`src/rtl/pipe_ctrl.sv`:
```
// Decode-stage pipeline controller: hazard detection, operand bypass selection,
// control-flow and exception steering, plus a level-interrupt acceptance FSM.
module pipe_ctrl (
    input  logic        clk,
    input  logic        rst,
    input  logic [31:0] dec_inst,
    input  logic        dec_valid,
    input  logic        dec_zero,
    input  logic        dec_super,
    input  logic        irq,
    output logic        stall,
    output logic [1:0]  ir_src_if,
    output logic [1:0]  ir_src_dec,
    output logic [2:0]  pc_sel,
    output logic [1:0]  byp_a_sel,
    output logic [1:0]  byp_b_sel,
    output logic        irq_ack
);

    localparam logic [1:0] IR_SRC_DATA   = 2'b00;
    localparam logic [1:0] IR_SRC_NOP    = 2'b01;
    localparam logic [1:0] IR_SRC_EXCEPT = 2'b10;

    localparam logic [2:0] PC_INC    = 3'b000;
    localparam logic [2:0] PC_BRANCH = 3'b001;
    localparam logic [2:0] PC_JUMP   = 3'b010;
    localparam logic [2:0] PC_ILLOP  = 3'b011;
    localparam logic [2:0] PC_XADR   = 3'b100;

    localparam logic [1:0] BYP_RF  = 2'b00;
    localparam logic [1:0] BYP_EX  = 2'b01;
    localparam logic [1:0] BYP_MEM = 2'b10;
    localparam logic [1:0] BYP_WB  = 2'b11;

    localparam logic [4:0] REG_XP = 5'd30;
    localparam logic [4:0] REG_ZERO = 5'd31;

    typedef enum logic [1:0] {
        IRQ_IDLE      = 2'b00,
        IRQ_PEND      = 2'b01,
        IRQ_WAIT_DROP = 2'b10
    } irq_state_t;

    irq_state_t irq_state_q, irq_state_d;

    logic       ex_valid_q,  ex_valid_d;
    logic [4:0] ex_dest_q,   ex_dest_d;
    logic       ex_load_q,   ex_load_d;
    logic       mem_valid_q, mem_valid_d;
    logic [4:0] mem_dest_q,  mem_dest_d;
    logic       mem_load_q,  mem_load_d;
    logic       wb_valid_q,  wb_valid_d;
    logic [4:0] wb_dest_q,   wb_dest_d;

    logic [5:0] opcode;
    logic [4:0] rc, ra, rb, src_b;
    logic       is_ld, is_st, is_jmp, is_beq, is_bne, is_ldr, is_alu, is_aluc;
    logic       legal, illegal, use_a, use_b;
    logic       a_ex, a_mem, a_wb, b_ex, b_mem, b_wb;
    logic       load_use, irq_take;
    logic       unused_bits;

    assign unused_bits = ^dec_inst[10:0];

    // A stage matches a source only if it will write that register; R31 is hardwired zero.
    function automatic logic stage_hit(input logic v, input logic [4:0] d, input logic [4:0] s);
        return v && (d == s) && (s != REG_ZERO);
    endfunction

    always_comb begin
        opcode  = dec_inst[31:26];
        rc      = dec_inst[25:21];
        ra      = dec_inst[20:16];
        rb      = dec_inst[15:11];
        is_ld   = (opcode == 6'b011000);
        is_st   = (opcode == 6'b011001);
        is_jmp  = (opcode == 6'b011011);
        is_beq  = (opcode == 6'b011100);
        is_bne  = (opcode == 6'b011101);
        is_ldr  = (opcode == 6'b011111);
        is_alu  = (opcode[5:4] == 2'b10);
        is_aluc = (opcode[5:4] == 2'b11);
        legal   = is_ld | is_st | is_jmp | is_beq | is_bne | is_ldr | is_alu | is_aluc;
        illegal = dec_valid & ~legal;
        use_a   = dec_valid & legal & ~is_ldr;
        use_b   = dec_valid & (is_st | is_alu);
        src_b   = is_st ? rc : rb;

        a_ex  = use_a & stage_hit(ex_valid_q,  ex_dest_q,  ra);
        a_mem = use_a & stage_hit(mem_valid_q, mem_dest_q, ra);
        a_wb  = use_a & stage_hit(wb_valid_q,  wb_dest_q,  ra);
        b_ex  = use_b & stage_hit(ex_valid_q,  ex_dest_q,  src_b);
        b_mem = use_b & stage_hit(mem_valid_q, mem_dest_q, src_b);
        b_wb  = use_b & stage_hit(wb_valid_q,  wb_dest_q,  src_b);

        load_use = ((a_ex | b_ex) & ex_load_q) | ((a_mem | b_mem) & mem_load_q);
        irq_take = (irq_state_q == IRQ_PEND) & irq & dec_valid & ~dec_super & ~illegal;
    end

    // Decode-slot resolution, highest priority first.
    always_comb begin
        stall      = 1'b0;
        ir_src_if  = IR_SRC_DATA;
        ir_src_dec = IR_SRC_NOP;
        pc_sel     = PC_INC;
        byp_a_sel  = BYP_RF;
        byp_b_sel  = BYP_RF;
        irq_ack    = 1'b0;
        if (rst) begin
            ir_src_if = IR_SRC_NOP;
        end else if (dec_valid) begin
            byp_a_sel = a_ex ? BYP_EX : a_mem ? BYP_MEM : a_wb ? BYP_WB : BYP_RF;
            byp_b_sel = b_ex ? BYP_EX : b_mem ? BYP_MEM : b_wb ? BYP_WB : BYP_RF;
            if (illegal) begin
                ir_src_dec = IR_SRC_EXCEPT;
                ir_src_if  = IR_SRC_NOP;
                pc_sel     = PC_ILLOP;
            end else if (irq_take) begin
                ir_src_dec = IR_SRC_EXCEPT;
                ir_src_if  = IR_SRC_NOP;
                pc_sel     = PC_XADR;
                irq_ack    = 1'b1;
            end else if (load_use) begin
                stall = 1'b1;
            end else begin
                ir_src_dec = IR_SRC_DATA;
                if (is_jmp) begin
                    pc_sel    = PC_JUMP;
                    ir_src_if = IR_SRC_NOP;
                end else if ((is_beq && dec_zero) || (is_bne && !dec_zero)) begin
                    pc_sel    = PC_BRANCH;
                    ir_src_if = IR_SRC_NOP;
                end
            end
        end
    end

    always_comb begin
        irq_state_d = irq_state_q;
        case (irq_state_q)
            IRQ_IDLE:      if (irq) irq_state_d = IRQ_PEND;
            IRQ_PEND:      if (irq_take) irq_state_d = IRQ_WAIT_DROP;
                           else if (!irq) irq_state_d = IRQ_IDLE;
            IRQ_WAIT_DROP: if (!irq) irq_state_d = IRQ_IDLE;
            default:       irq_state_d = IRQ_IDLE;
        endcase
    end

    // Injected exceptions write the return address into R30; stores write nothing.
    always_comb begin
        ex_valid_d = 1'b0;
        ex_dest_d  = 5'd0;
        ex_load_d  = 1'b0;
        if (ir_src_dec == IR_SRC_EXCEPT) begin
            ex_valid_d = 1'b1;
            ex_dest_d  = REG_XP;
        end else if (ir_src_dec == IR_SRC_DATA && !stall) begin
            ex_valid_d = ~is_st;
            ex_dest_d  = rc;
            ex_load_d  = is_ld | is_ldr;
        end
        mem_valid_d = ex_valid_q;
        mem_dest_d  = ex_dest_q;
        mem_load_d  = ex_load_q;
        wb_valid_d  = mem_valid_q;
        wb_dest_d   = mem_dest_q;
    end

    always_ff @(posedge clk) begin
        if (rst) begin
            irq_state_q <= IRQ_IDLE;
            ex_valid_q  <= 1'b0;
            ex_dest_q   <= 5'd0;
            ex_load_q   <= 1'b0;
            mem_valid_q <= 1'b0;
            mem_dest_q  <= 5'd0;
            mem_load_q  <= 1'b0;
            wb_valid_q  <= 1'b0;
            wb_dest_q   <= 5'd0;
        end else begin
            irq_state_q <= irq_state_d;
            ex_valid_q  <= ex_valid_d;
            ex_dest_q   <= ex_dest_d;
            ex_load_q   <= ex_load_d;
            mem_valid_q <= mem_valid_d;
            mem_dest_q  <= mem_dest_d;
            mem_load_q  <= mem_load_d;
            wb_valid_q  <= wb_valid_d;
            wb_dest_q   <= wb_dest_d;
        end
    end

endmodule

```
`config.mk`:
```
export PLATFORM = sky130hd
export DESIGN_NAME = pipe_ctrl
export DESIGN_NICKNAME = d
export VERILOG_FILES = /design/src/rtl/pipe_ctrl.sv
export SDC_FILE = /design/constraint.sdc
export NUM_CORES = 1
export LEC_CHECK = 0
export ABC_AREA = 1
export CAP_MARGIN = 20
export CELL_PAD_IN_SITES_DETAIL_PLACEMENT = 0
export CELL_PAD_IN_SITES_GLOBAL_PLACEMENT = 1
export CORE_ASPECT_RATIO = 0.6
export CORE_MARGIN = 2
export CORE_UTILIZATION = 34
export CTS_CLUSTER_DIAMETER = 40
export DETAILED_ROUTE_END_ITERATION = 7
export HOLD_SLACK_MARGIN = 0.06
export PLACE_DENSITY = 0.95
export SLEW_MARGIN = 20
export SYNTH_ARGS = -nofsm -noshare
export SYNTH_HDL_FRONTEND = slang
export SYNTH_SLANG_ARGS = --single-unit
```
`constraint.sdc`:
```
create_clock -name clk -period 2.8 [get_ports clk]
set_input_delay 0.28 -clock clk [delete_from_list [all_inputs] [get_ports clk]]
set_output_delay 0.28 -clock clk [all_outputs]
set_load 0.05 [all_outputs]
```
==> metrics.txt <==
clock tree buffer depth 2; Wirelength per Cell 13.5 um; root buf cell clkbuf_8; Sw Ratio 30.7%; die height 58.1 um; die area 5470 um2; largest net degree at the start of global routing 18; Synth Flop Type dfxtp_1; Detail Placement HPWL 4330 um; placed cell count 391; final setup fails 0; Area growth, synth to finish 55.2%; Clock Sink Count 22; Yosys top cell area share 26.6%; I/O pin count 51; fmax 391 MHz; Post-Route WL 5410 um; die span in x 94.1 um; gr usage total 20.1%; slowest cell on the critical path dlygate4sd2_1; buffers plus inverters on the worst setup path 5; Worst-path clk slew 70 ps; Critical Path AT 2280 ps; fin nets 377; EDFF count, synth 0; main area contributors after synthesis dfxtp_1 27%, nand2_1 15%, inv_1 9.5%; Gate power share 29.2%; PortBufs 38; n_diodes 0; Seq pwr share 42.4%; CP peak stage delay 290 ps; DR pass1 iterations 4; Period minus WS final 2560 ps; Yosys cell types 31; Cell Pwr Density 312 nW/um2; asr flop ratio synth 0%; Syn Inst Count 274; register area share after synthesis 26.6%; Hold WC Path Type flip-flop to flip-flop; global-route wire length before repair 8380 um; Synth Register Bits 22; P_int 0.556 mW; GP Congestion 0.907; via count 1979; Num CTS Buffers 3; Non-Filler Instances 401; worst-skew pair later-pin latency 270 ps; Iter 0 DRT Violations 168; post-detailed-route count of antenna-violating nets 0; most frequent cells in the layout 60 x nand2_1, 40 x inv_1, 34 x nor2_1; syn nets 312; H-tree depth 1; vias in the first global route 1792; status finished clean; initial antenna violation count 0; # rows 19; # DRC 0; unrepaired setup endpoints after global routing no; CP top delay family simple AND/OR/NAND/NOR gates; clk_skew 3.82 ps; WS Path Type primary input to primary output; Final Cycle Share 91.5%; Core Area 4640 um2; crit path launch type primary input; most common cell after layout, fill and taps aside nand2_1; Sum Neg Setup Slack 0 ps; Initial Util 35.7%; global route overflow 0; standby leakage power 1.20 nW; Ys Warns 0; final hold violation count 0; Avg Inst Size Synth 6.05 um2; area of the mapped netlist 1660 um2; Sw Pwr 0.247 mW; Clk pwr share 28.4%; Cell Chain, Critical Path dlygate4sd2_1 > inv_2 > nor2_4 > nand3_4 > buf_4 > a21oi_4 > buf_4 > nand2_1 > nor3_2 > nand4_1 > o21ai_1 > and3_1 > buf_12; largest area contributor in the netlist dfxtp_1; Max Slew Vio Count 0; max-cap violations 0; total power 0.803 mW; CP Capture Type primary output; DR vias/cell 4.94; peak supply drop 0.000197 V; Hold WS 460 ps; layout cells sized above 1 25.7%; Crit path required time 2520 ps; Post-CTS Hold Fix Bufs 0; CP Max Fanout 6; CTS tree done; most frequent CP cell buf_4
## registers in the layout, indices dropped and copies added, names as in the netlist
register     cells
ex_dest_q        5
ex_load_q        1
ex_valid_q       1
irq_state_q      2
mem_dest_q       5
mem_load_q       1
mem_valid_q      1
wb_dest_q        5
wb_valid_q       1
## final timing paths
kind	slack (ps)	start	endpoint	cells past startpoint
setup / recovery	240	dec_inst[26]	byp_b_sel[1]	13
hold / removal	460	ex_load_q$_SDFF_PP0_	mem_load_q$_SDFF_PP0_	2
setup reg to reg	940	ex_dest_q[2]$_SDFF_PP0_	ex_dest_q[1]$_SDFF_PP0_	15
hold reg to reg	460	ex_load_q$_SDFF_PP0_	mem_load_q$_SDFF_PP0_	2
## metal layers
layer	GRT usage, %	up-vias	routed length, um
met2	28.7	69	2160
met3	4.29	7	406
met4	3.31	0	35
li1	-	1005	-
met5	0	-	0
met1	31.1	898	2810
## worst min-delay path, delay by kind of cell (launching register included)
| family | cells | cell delay, ps |
|---|---|---|
| buffers and inverters | 1 | 60 |
| and+or+nand+nor | 1 | 30 |
| DFF | 1 | 340 |
## kinds of logic (layout without fill, tap and decap cells)
kind of cell	after synthesis	in the layout	synth area share, %
simple gates	167	167	48.4
buf+inv	48	112	11.3
compound gates	31	31	10.8
flops	22	22	26.6
xor+xnor	5	5	2.64
other cells	1	1	0.226
## power groups by stage
stage	logic, mW	clock network, mW	registers (mW)
floorplan	0.117	0	0.343
global placement	0.215	0	0.347
detailed placement	0.219	0	0.348
CTS	0.221	0.231	0.340
global route	0.257	0.243	0.342
finish	0.234	0.228	0.341
## Yosys cell counts, drive strengths merged, types with 2 or more instances
cell,number
a21oi,14
or3,2
o22ai,4
dfxtp,22
o21ai,9
nor2,41
nor3,5
xor2,3
nand4,5
nand2,78
o2111ai,2
inv,44
nand3,30
xnor2,2
clkbuf,2
buf,2
or2,3
## timing repair
action                     4_1_cts  5_1_grt
setup endpoints to repair        6       11
setup buffers                    0        6
resized for setup                6       27
pin swaps                        1       11
## final cells by class
type | instances | area (um2)
fillers | 465 | 2060
multi-input cells | 204 | 1120
repair buffers | 64 | 711
flip-flops and latches | 22 | 440
inverters | 44 | 165
well taps | 63 | 78.8
clock buffers | 4 | 55.1
## per-stage QoR
step | utilization (%) | setup slack, ps | instance area [um2]
2_1_floorplan | - | 227 | 1660
3_3_place_gp | 51.0 | -16.9 | 2360
3_5_place_dp | 51.0 | -56.3 | 2360
4_1_cts | 52.6 | -0.236 | 2440
5_1_grt | 55.5 | 13.0 | 2570
6_report | 55.5 | 239 | 2570
(Power assumes the default switching activity.)
